`src/rtl/song_pkg.sv`:
```
// -----------------------------------------------------------------------------
// song_pkg
// Shared definitions for the song recorder, song playback and game_controller:
// note code width, slot geometry, special note codes, the default note length
// and the recorder state type. Also holds two small helpers used by the recorder.
// -----------------------------------------------------------------------------
package song_pkg;

   localparam int NOTE_BITS   = 7;
   localparam int ADDR_BITS   = 10;
   localparam int SLOT_SIZE   = 250;
   localparam int NOTE_LENGTH = 50_000_000;

   localparam logic [NOTE_BITS-1:0] NOTE_REST   = 7'd0;
   localparam logic [NOTE_BITS-1:0] SONG_FINISH = 7'h7F;

   typedef enum logic [2:0] {
      ST_IDLE,
      ST_ARM,
      ST_RECORD,
      ST_TERMINATE,
      ST_DONE
   } rec_state_t;

   // First RAM word of a slot (slot * SLOT_SIZE).
   function automatic logic [ADDR_BITS-1:0] slot_base(input logic [1:0] slot);
      case (slot)
         2'd0:    return 10'd0;
         2'd1:    return 10'd250;
         2'd2:    return 10'd500;
         default: return 10'd750;
      endcase
   endfunction

   // A played 7'h7F must never land in RAM, or playback would stop early.
   function automatic logic [NOTE_BITS-1:0] store_note(input logic [NOTE_BITS-1:0] n);
      return (n == SONG_FINISH) ? NOTE_REST : n;
   endfunction

endpackage

```
`src/rtl/song_recorder_if.sv`:
```
// -----------------------------------------------------------------------------
// song_recorder_if
// Control and RAM-write-port bundle of the song recorder.
//   master : controller side (drives start/stop/song_slot/input_note,
//            observes the RAM write port and status)
//   slave  : recorder side
// Signals: start, stop (pulses), song_slot[1:0], input_note[6:0],
//          ram_we, ram_addr[9:0], ram_data[7:0], recording, done, note_count[7:0]
// -----------------------------------------------------------------------------
interface song_recorder_if;
   import song_pkg::*;

   logic                 start;
   logic                 stop;
   logic [1:0]           song_slot;
   logic [NOTE_BITS-1:0] input_note;
   logic                 ram_we;
   logic [ADDR_BITS-1:0] ram_addr;
   logic [7:0]           ram_data;
   logic                 recording;
   logic                 done;
   logic [7:0]           note_count;

   modport master (
      output start, stop, song_slot, input_note,
      input  ram_we, ram_addr, ram_data, recording, done, note_count
   );

   modport slave (
      input  start, stop, song_slot, input_note,
      output ram_we, ram_addr, ram_data, recording, done, note_count
   );

endinterface

```
`src/rtl/note_interval_timer.sv`:
```
// -----------------------------------------------------------------------------
// note_interval_timer
// Free-running counter 0..NOTE_LENGTH-1 while enabled, with a one-cycle tick on
// the last count. Shared between recording and playback.
// Ports:
//   clk_in    clock
//   rst_in    synchronous active-high reset
//   i_clear   force the count to 0 (takes priority over i_enable)
//   i_enable  advance the count
//   o_tick    high while enabled and the count equals NOTE_LENGTH-1
// -----------------------------------------------------------------------------
module note_interval_timer #(
   parameter int NOTE_LENGTH = 50_000_000
) (
   input  logic clk_in,
   input  logic rst_in,
   input  logic i_clear,
   input  logic i_enable,
   output logic o_tick
);

   localparam int CNT_W = (NOTE_LENGTH > 1) ? $clog2(NOTE_LENGTH) : 1;
   localparam logic [CNT_W-1:0] LAST = CNT_W'(NOTE_LENGTH - 1);

   logic [CNT_W-1:0] r_count;
   logic             w_last;

   assign w_last = (r_count == LAST);
   assign o_tick = i_enable && w_last;

   always_ff @(posedge clk_in) begin
      if (rst_in || i_clear) begin
         r_count <= '0;
      end else if (i_enable) begin
         r_count <= w_last ? '0 : r_count + CNT_W'(1);
      end
   end

endmodule

```
`src/rtl/song_recorder.sv`:
```
// -----------------------------------------------------------------------------
// song_recorder
// Records the live note into one of four 250-word song slots through RAM
// write port B: one word {1'b0, note} per note interval, then 8'h7F.
// Ports:
//   clk_in      system clock
//   rst_in      synchronous active-high reset (aborts a take, no terminator)
//   bus.slave   start/stop/song_slot/input_note in;
//               ram_we/ram_addr/ram_data/recording/done/note_count out
// All outputs are registered.
// -----------------------------------------------------------------------------
module song_recorder
   import song_pkg::*;
#(
   parameter int NOTE_LENGTH = song_pkg::NOTE_LENGTH,
   parameter bit WAIT_FIRST  = 1'b1
) (
   input  logic           clk_in,
   input  logic           rst_in,
   song_recorder_if.slave bus
);

   rec_state_t           r_state;
   rec_state_t           w_next;
   logic [ADDR_BITS-1:0] r_base;
   logic [7:0]           r_note_count;
   logic                 r_stop_pend;
   logic                 r_ram_we;
   logic [ADDR_BITS-1:0] r_ram_addr;
   logic [7:0]           r_ram_data;
   logic                 r_recording;
   logic                 r_done;

   logic                 w_in_record;
   logic                 w_tick;
   logic                 w_take;
   logic                 w_wr_note;
   logic                 w_wr_term;
   logic                 w_full;

   assign w_in_record = (r_state == ST_RECORD);
   assign w_full      = (r_note_count == 8'(SLOT_SIZE - 1));

   // Counter sits at 0 outside RECORD, so every take starts a fresh interval.
   note_interval_timer #(
      .NOTE_LENGTH (NOTE_LENGTH)
   ) u_timer (
      .clk_in   (clk_in),
      .rst_in   (rst_in),
      .i_clear  (!w_in_record),
      .i_enable (w_in_record),
      .o_tick   (w_tick)
   );

   always_comb begin
      w_next    = r_state;
      w_take    = 1'b0;
      w_wr_note = 1'b0;
      w_wr_term = 1'b0;
      case (r_state)
         ST_IDLE, ST_DONE: begin
            if (bus.start) begin
               w_take = 1'b1;
               w_next = WAIT_FIRST ? ST_ARM : ST_RECORD;
            end
         end
         ST_ARM: begin
            if (bus.stop) begin
               w_wr_term = 1'b1;
               w_next    = ST_TERMINATE;
            end else if (bus.input_note != NOTE_REST) begin
               w_next = ST_RECORD;
            end
         end
         ST_RECORD: begin
            // The cycle after a note write (pending stop or slot full) is where
            // the terminator is issued, keeping it right behind the last note.
            if (r_stop_pend || w_full) begin
               w_wr_term = 1'b1;
               w_next    = ST_TERMINATE;
            end else if (w_tick) begin
               w_wr_note = 1'b1;
            end else if (bus.stop) begin
               w_wr_term = 1'b1;
               w_next    = ST_TERMINATE;
            end
         end
         ST_TERMINATE: begin
            w_next = ST_DONE;
         end
         default: begin
            w_next = ST_IDLE;
         end
      endcase
   end

   always_ff @(posedge clk_in) begin
      if (rst_in) begin
         r_state      <= ST_IDLE;
         r_base       <= '0;
         r_note_count <= '0;
         r_stop_pend  <= 1'b0;
         r_ram_we     <= 1'b0;
         r_ram_addr   <= '0;
         r_ram_data   <= '0;
         r_recording  <= 1'b0;
         r_done       <= 1'b0;
      end else begin
         r_state     <= w_next;
         r_ram_we    <= w_wr_note || w_wr_term;
         r_recording <= (w_next == ST_ARM) || (w_next == ST_RECORD);
         r_done      <= (w_next == ST_DONE);
         // A stop landing on a tick is remembered so the note is written first.
         r_stop_pend <= w_wr_note && bus.stop;

         if (w_take) begin
            r_base       <= slot_base(bus.song_slot);
            r_note_count <= '0;
         end

         if (w_wr_note) begin
            r_ram_addr   <= r_base + ADDR_BITS'(r_note_count);
            r_ram_data   <= {1'b0, store_note(bus.input_note)};
            r_note_count <= r_note_count + 8'd1;
         end

         if (w_wr_term) begin
            r_ram_addr <= r_base + ADDR_BITS'(r_note_count);
            r_ram_data <= {1'b0, SONG_FINISH};
         end
      end
   end

   assign bus.ram_we     = r_ram_we;
   assign bus.ram_addr   = r_ram_addr;
   assign bus.ram_data   = r_ram_data;
   assign bus.recording  = r_recording;
   assign bus.done       = r_done;
   assign bus.note_count = r_note_count;

endmodule

```
`src/flat_wrapper.sv`:
```
// flat-port wrapper written by rule: the top's interface ports become plain ports
module song_recorder_flat import song_pkg::*;
#(
   parameter int NOTE_LENGTH = song_pkg::NOTE_LENGTH,
   parameter bit WAIT_FIRST  = 1'b1
)
  (clk_in, rst_in, bus_start, bus_stop, bus_song_slot, bus_input_note, bus_ram_we, bus_ram_addr, bus_ram_data, bus_recording, bus_done, bus_note_count);
  song_recorder_if bus_i ();
  input  logic clk_in;
  input  logic rst_in;
  input wire logic [$bits(bus_i.start)-1:0] bus_start;
  input wire logic [$bits(bus_i.stop)-1:0] bus_stop;
  input wire logic [$bits(bus_i.song_slot)-1:0] bus_song_slot;
  input wire logic [$bits(bus_i.input_note)-1:0] bus_input_note;
  output wire logic [$bits(bus_i.ram_we)-1:0] bus_ram_we;
  output wire logic [$bits(bus_i.ram_addr)-1:0] bus_ram_addr;
  output wire logic [$bits(bus_i.ram_data)-1:0] bus_ram_data;
  output wire logic [$bits(bus_i.recording)-1:0] bus_recording;
  output wire logic [$bits(bus_i.done)-1:0] bus_done;
  output wire logic [$bits(bus_i.note_count)-1:0] bus_note_count;
  assign bus_i.start = bus_start;
  assign bus_i.stop = bus_stop;
  assign bus_i.song_slot = bus_song_slot;
  assign bus_i.input_note = bus_input_note;
  assign bus_ram_we = bus_i.ram_we;
  assign bus_ram_addr = bus_i.ram_addr;
  assign bus_ram_data = bus_i.ram_data;
  assign bus_recording = bus_i.recording;
  assign bus_done = bus_i.done;
  assign bus_note_count = bus_i.note_count;
  song_recorder #(.NOTE_LENGTH(NOTE_LENGTH), .WAIT_FIRST(WAIT_FIRST)) u_core (.clk_in(clk_in), .rst_in(rst_in), .bus(bus_i));
endmodule
```
`config.mk`:
```
export PLATFORM = sky130hd
export DESIGN_NAME = song_recorder_flat
export DESIGN_NICKNAME = d
export VERILOG_FILES = /design/src/rtl/song_pkg.sv /design/src/rtl/song_recorder_if.sv /design/src/rtl/note_interval_timer.sv /design/src/rtl/song_recorder.sv /design/src/flat_wrapper.sv
export SDC_FILE = /design/constraint.sdc
export NUM_CORES = 1
export LEC_CHECK = 0
export ABC_CLOCK_PERIOD_IN_PS = 2800
export CORE_UTILIZATION = 30
export CTS_BUF_LIST = sky130_fd_sc_hd__clkbuf_4
export DETAILED_ROUTE_END_ITERATION = 12
export HOLD_SLACK_MARGIN = 0.05
export SYNTH_ARGS = -nofsm -noshare
export SYNTH_HDL_FRONTEND = slang
export SYNTH_SLANG_ARGS = --single-unit
```
`constraint.sdc`:
```
create_clock -name clk_in -period 2.8 [get_ports clk_in]
set_input_delay 0.42 -clock clk_in [delete_from_list [all_inputs] [get_ports clk_in]]
set_output_delay 0.42 -clock clk_in [all_outputs]
set_load 0.02 [all_outputs]
```
# Word-level counts from Yosys, hierarchy flattened
# Cells that the tools add are included.
# totals
rom_bits,0
output_inout_bits,29
ram_bits,0
mem_count,0
latchBits,0
inputBits,13
ff_bits,68
elab_cells,63
# classes
n_reduce_logical,13
n_addsub,3
bitwise_logic,0
eq_ne,12
n_mul,0
n_lt_le_gt_ge,0
n_div,0
mux,25
shift,0
# op_table
operator,count
$pmux W10 S3,1
$add A26 B1 Y26 const B,1
$eq A26 B26 Y1 const B,1
$mux W26,1
$mux W7,3
$mux W10,2
$mux W3,6
$mux W8,2
$pmux W3 S4,1
$add A10 B8 Y10,1
$eq A3 B2 Y1 const B,3
$add A8 B1 Y8 const B,1
$eq A8 B8 Y1 const B,1
$mux W1,8
$eq A7 B7 Y1 const B,1
$reduce_bool A7 Y1,1
$eq A3 B1 Y1 const B,2
$eq A3 B3 Y1 const B,2
$logic_or A1 B1 Y1,4
$reduce_bool A2 Y1,2
$logic_not A3 Y1,1
$eq A2 B1 Y1 const B,1
$eq A2 B2 Y1 const B,1
$logic_and A1 B1 Y1,2
4 further kinds,4

# Logic depth before layout (Yosys ltp)
# logic_depth
word_depth,7
mapped_depth,10
depth_no_buf,9

# Modules after synthesis
# Synthesis repeated with hierarchy kept, for this count alone.
# hier_totals
cells_unflattened,403
hier_area_um2,3443.3
# by_module_without_submodules
module,cells_each,area_per_inst_um2,seq_area_each_um2,instances
song_recorder,242,2104.5,760.7,1
note_interval_timer,161,1338.8,520.5,1

# Least setup slack after synthesis
# No wires, ideal clock.
# synth_path
kind,register -> register
startpoint,register u_core.u_timer.r_count[0]
endpoint,"register u_core.r_ram_data[0], in the netlist u_core.bus.ram_data[0]"
required_time_ns,2.668
setup_ns,0.132
n_path_buf,2
stages_incl_launch_ff,9
arrival_time_ns,2.210
setup_slack_ns,0.458
period_less_slack_ns,2.342
path_cell_list,dfxtp_1 -> ha_1 -> nand3_1 -> or4_1 -> or4b_4 -> buf_6 -> buf_2 -> a22oi_1 -> a21oi_1
# synth_between
elab_chain_len,6
elab_cells_between_ends,10
cone_classes,eq/ne: 1; mux: 7; reduce/logical: 2
# synth_rtl
item,line,text
start: declaration,note_interval_timer.sv:25,logic [CNT_W-1:0] r_count;
start signal: assignment,note_interval_timer.sv:35,r_count <= w_last ? '0 : r_count + CNT_W'(1);
$eq A26 B26 Y1 (*),note_interval_timer.sv:28,assign w_last = (r_count == LAST);
$logic_and A1 B1 Y1 (*),note_interval_timer.sv:29,assign o_tick = i_enable && w_last;
$mux W1,song_recorder.sv:81,end else if (w_tick) begin
$mux W1,song_recorder.sv:78,if (r_stop_pend || w_full) begin
$pmux W1 S2 / $mux W1 (equally long branches),song_recorder.sv:60,case (r_state)
$mux W7 / $reduce_bool A2 Y1 (equally long branches),n/a,
end signal: assignment,song_recorder.sv:123,"r_ram_data <= {1'b0, store_note(bus.input_note)};"
end signal: assignment,song_recorder.sv:129,"r_ram_data <= {1'b0, SONG_FINISH};"
end: declaration,song_recorder.sv:30,logic [7:0] r_ram_data;
# Every way passes the cells marked *; elsewhere a longest branch is shown, timed or not.
# A chain may end at the register's enable or synchronous reset.

# Final worst setup path
# layout_path
startpoint,register u_core.u_timer.r_count[0]
endpoint,"register u_core.r_ram_data[1], in the netlist u_core.bus.ram_data[1]"
# The elaborated chain is that of the path after synthesis.

==> flow_metrics.env <==
export IMPL_outcome="finished clean"
export IMPL_core_um2=9860
export IMPL_cts_root_buf="clkbuf_4"
export IMPL_rsz0062_at_grt="no"
export IMPL_initial_utilization=0.313
export IMPL_place_congestion=0.847
export IMPL_yosys_area_share_simple=0.253
export IMPL_nets=429
export IMPL_synthXorXnorAreaFrac=0.0851
export IMPL_power_uw=1830
export IMPL_worstPathArrival_ps=2960
export IMPL_synth_edff_count=0
export IMPL_post_route_period_util=0.933
export IMPL_grt_pass1_vias=2413
export IMPL_dieArea_um2=10700
export IMPL_multi_input_area_um2=1690
export IMPL_regArea_um2=1280
export IMPL_die_w_um=103
export IMPL_cts_hold_buffers=0
export IMPL_synth_warnings=0
export IMPL_ys_ff_latch=64
export IMPL_rows=36
export IMPL_grt_max_degree=41
export IMPL_grtUsageTotal=0.135
export IMPL_synthArstFlopShare=0
export IMPL_setup_violations=0
export IMPL_synth_compound_area_frac=0.120
export IMPL_synth_cell_types=50
export IMPL_cts_tree="yes"
export IMPL_cellPowerDensity_nw_per_um2=486
export IMPL_drive_gt1_frac=0.0690
export IMPL_synth_cells=358
export IMPL_worst_slew_pin_slew_ps=647
export IMPL_finalCriticalPeriod_ps=2610
export IMPL_clock_skew_ps=17.2
export IMPL_area_delta_synth_final_pct=22.1
export IMPL_layout_common_cells="dfxtp_1, nor2_1, clkdlybuf4s50_1"
export IMPL_synth_adder_area_share=0.0632
export IMPL_fillers=994
export IMPL_cts_setup_buffers=0
export IMPL_synth_flop_cell="dfxtp_1"
export IMPL_drc=0
export IMPL_firstDrtPassIters=4
export IMPL_tns_ps=0
export IMPL_insertion_delay_ps=420
export IMPL_num_vias=2595
export IMPL_muxShareOfSynthArea=0.0259
export IMPL_io_pins=42
export IMPL_yosysSeqAreaShare=0.415
export IMPL_startpoint_type="register"
export IMPL_drtIter0Drc=75
export IMPL_cp_max_fo=21
export IMPL_grt_remaining_overflow=0
export IMPL_cp_required_ps=3150
export IMPL_antenna_found_initial=0
export IMPL_die_h_um=103
export IMPL_p_leak_uw=0.00134
export IMPL_irDropWorstVdd_mv=0.183
export IMPL_clock_sinks=64
export IMPL_cts_resized=0
export IMPL_final_cells=539
export IMPL_worstSetupPathType="reg -> reg"
export IMPL_grt_pass1_wl_um=11100
export IMPL_synthesis_nets=386
export IMPL_finalHoldViolations=0
export IMPL_insertedDiodeCount=0
export IMPL_numCtsBuffers=9
export IMPL_cts_htree_levels=3
export IMPL_relSlewSlack=0.562
export IMPL_maxCapViolCount=0
export IMPL_min_path_type="reg -> reg"
export IMPL_synth_top_family_by_area="simple AND/OR/NAND/NOR gates"
export IMPL_final_max_slew_violation_count=0
export IMPL_postPlaceCellArea_um2=3630
export IMPL_wl_per_cell_um=12.5
export IMPL_fmax_mhz=383
export IMPL_dp_cells=523
export IMPL_dp_hpwl_um=4730
export IMPL_syn_avg_cell_area_um2=8.63
export IMPL_antenna_left=0
export IMPL_cts_path_max_buffers=2
export IMPL_numPortBuffers=40
export IMPL_cts_clk_slew_worst_paths_ps=120
export IMPL_routed_wl_um=6740
export IMPL_final_common_cell="dfxtp_1"
export IMPL_syn_area_um2=3090
export IMPL_viasPerCell=4.81
export IMPL_final_cell_area_um2=3770
export IMPL_end_kind="register"
[cell type report]
| type | instances | area share |
|---|---|---|
| Clock inverter | 6 | 0.0159 |
| Tap cell | 133 | 0.0441 |
| Clock buffer | 10 | 0.0199 |
| Sequential cell | 64 | 0.340 |
| Timing Repair Buffer | 46 | 0.118 |
| Inverter | 13 | 0.0129 |
| Multi-Input combinational cell | 267 | 0.449 |
[cells in the mapped netlist (all sizes together) (7+ instances only)]
| cell type | n | share of area |
|---|---|---|
| a21oi | 24 | 0.039 |
| nor3 | 12 | 0.019 |
| mux2i | 8 | 0.026 |
| ha | 14 | 0.057 |
| clkbuf | 11 | 0.013 |
| inv | 13 | 0.016 |
| a22oi | 7 | 0.017 |
| xnor2 | 17 | 0.048 |
| nor2 | 55 | 0.067 |
| nand3 | 15 | 0.024 |
| nand2 | 24 | 0.029 |
| xor2 | 13 | 0.037 |
| o21ai | 9 | 0.015 |
| dfxtp | 64 | 0.41 |
| nand4 | 7 | 0.016 |
[power by group]
group	internal (uW)	switching, uW	leakage, uW	total (uW)
clock	278	349	0.0000738	627
sequential	943	23.6	0.000519	967
combinational	107	130	0.000749	237
total	1330	502	0.00134	1830
[kinds of logic (layout without fill, tap and decap cells)]
family          after synthesis  after routing
fa+ha+maj                    15             15
buf+inv                      27             75
flops                        64             64
xor+xnor                     30             30
simple gates                154            154
other cells                   1              1
mux                           8              8
compound gates               59             59
[per-stage QoR]
step / util / hold WS, ps / setup slack [ps]
after floorplan: - / 426 / 458
after global routing: 0.382 / 481 / 4.18
after CTS: 0.382 / 463 / 197
after global placement: 0.368 / 439 / 260
final: 0.382 / 459 / 188
after detailed placement: 0.368 / 445 / 210
[flip-flops by register name (all words and copies together), names as in the netlist]
| register | cells |
|---|---|
| u_core.bus.recording | 1 |
| u_core.bus.ram_we | 1 |
| u_core.r_state | 3 |
| u_core.u_timer.r_count | 26 |
| u_core.bus.ram_addr | 10 |
| u_core.bus.done | 1 |
| u_core.r_stop_pend | 1 |
| u_core.bus.note_count | 8 |
| u_core.r_base | 6 |
| u_core.bus.ram_data | 7 |
[worst paths after layout]
check                                               from                                  end  slack [ps]  cells after the start
setup / recovery  u_core.u_timer.r_count[0]$_SDFFE_PP0N_  u_core.bus.ram_data[1]$_SDFFE_PP0P_         190                      7
hold / removal       u_core.bus.ram_addr[7]$_SDFFE_PP0P_  u_core.bus.ram_addr[7]$_SDFFE_PP0P_         460                      2
setup reg to reg  u_core.u_timer.r_count[0]$_SDFFE_PP0N_  u_core.bus.ram_data[1]$_SDFFE_PP0P_         190                      7
hold reg to reg      u_core.bus.ram_addr[7]$_SDFFE_PP0P_  u_core.bus.ram_addr[7]$_SDFFE_PP0P_         460                      2
[critical path, cell delays in order, from the launching register on]
cell and delay, ps:
dfxtp_1 380, ha_1 200, nand3_1 100, or4_1 550
or4b_4 640, a41oi_2 390, a22oi_1 130, a21oi_1 160
[per-layer routing]
layer | share of wire | global-route usage | up-vias
li1 | - | - | 1335
met1 | 0.47 | 0.161 | 1198
met2 | 0.48 | 0.227 | 54
met3 | 0.043 | 0.0450 | 8
met4 | 0.012 | 0.0466 | 0
met5 | 0 | 0 | -
No activity file was read; power rests on OpenSTA's default activity.
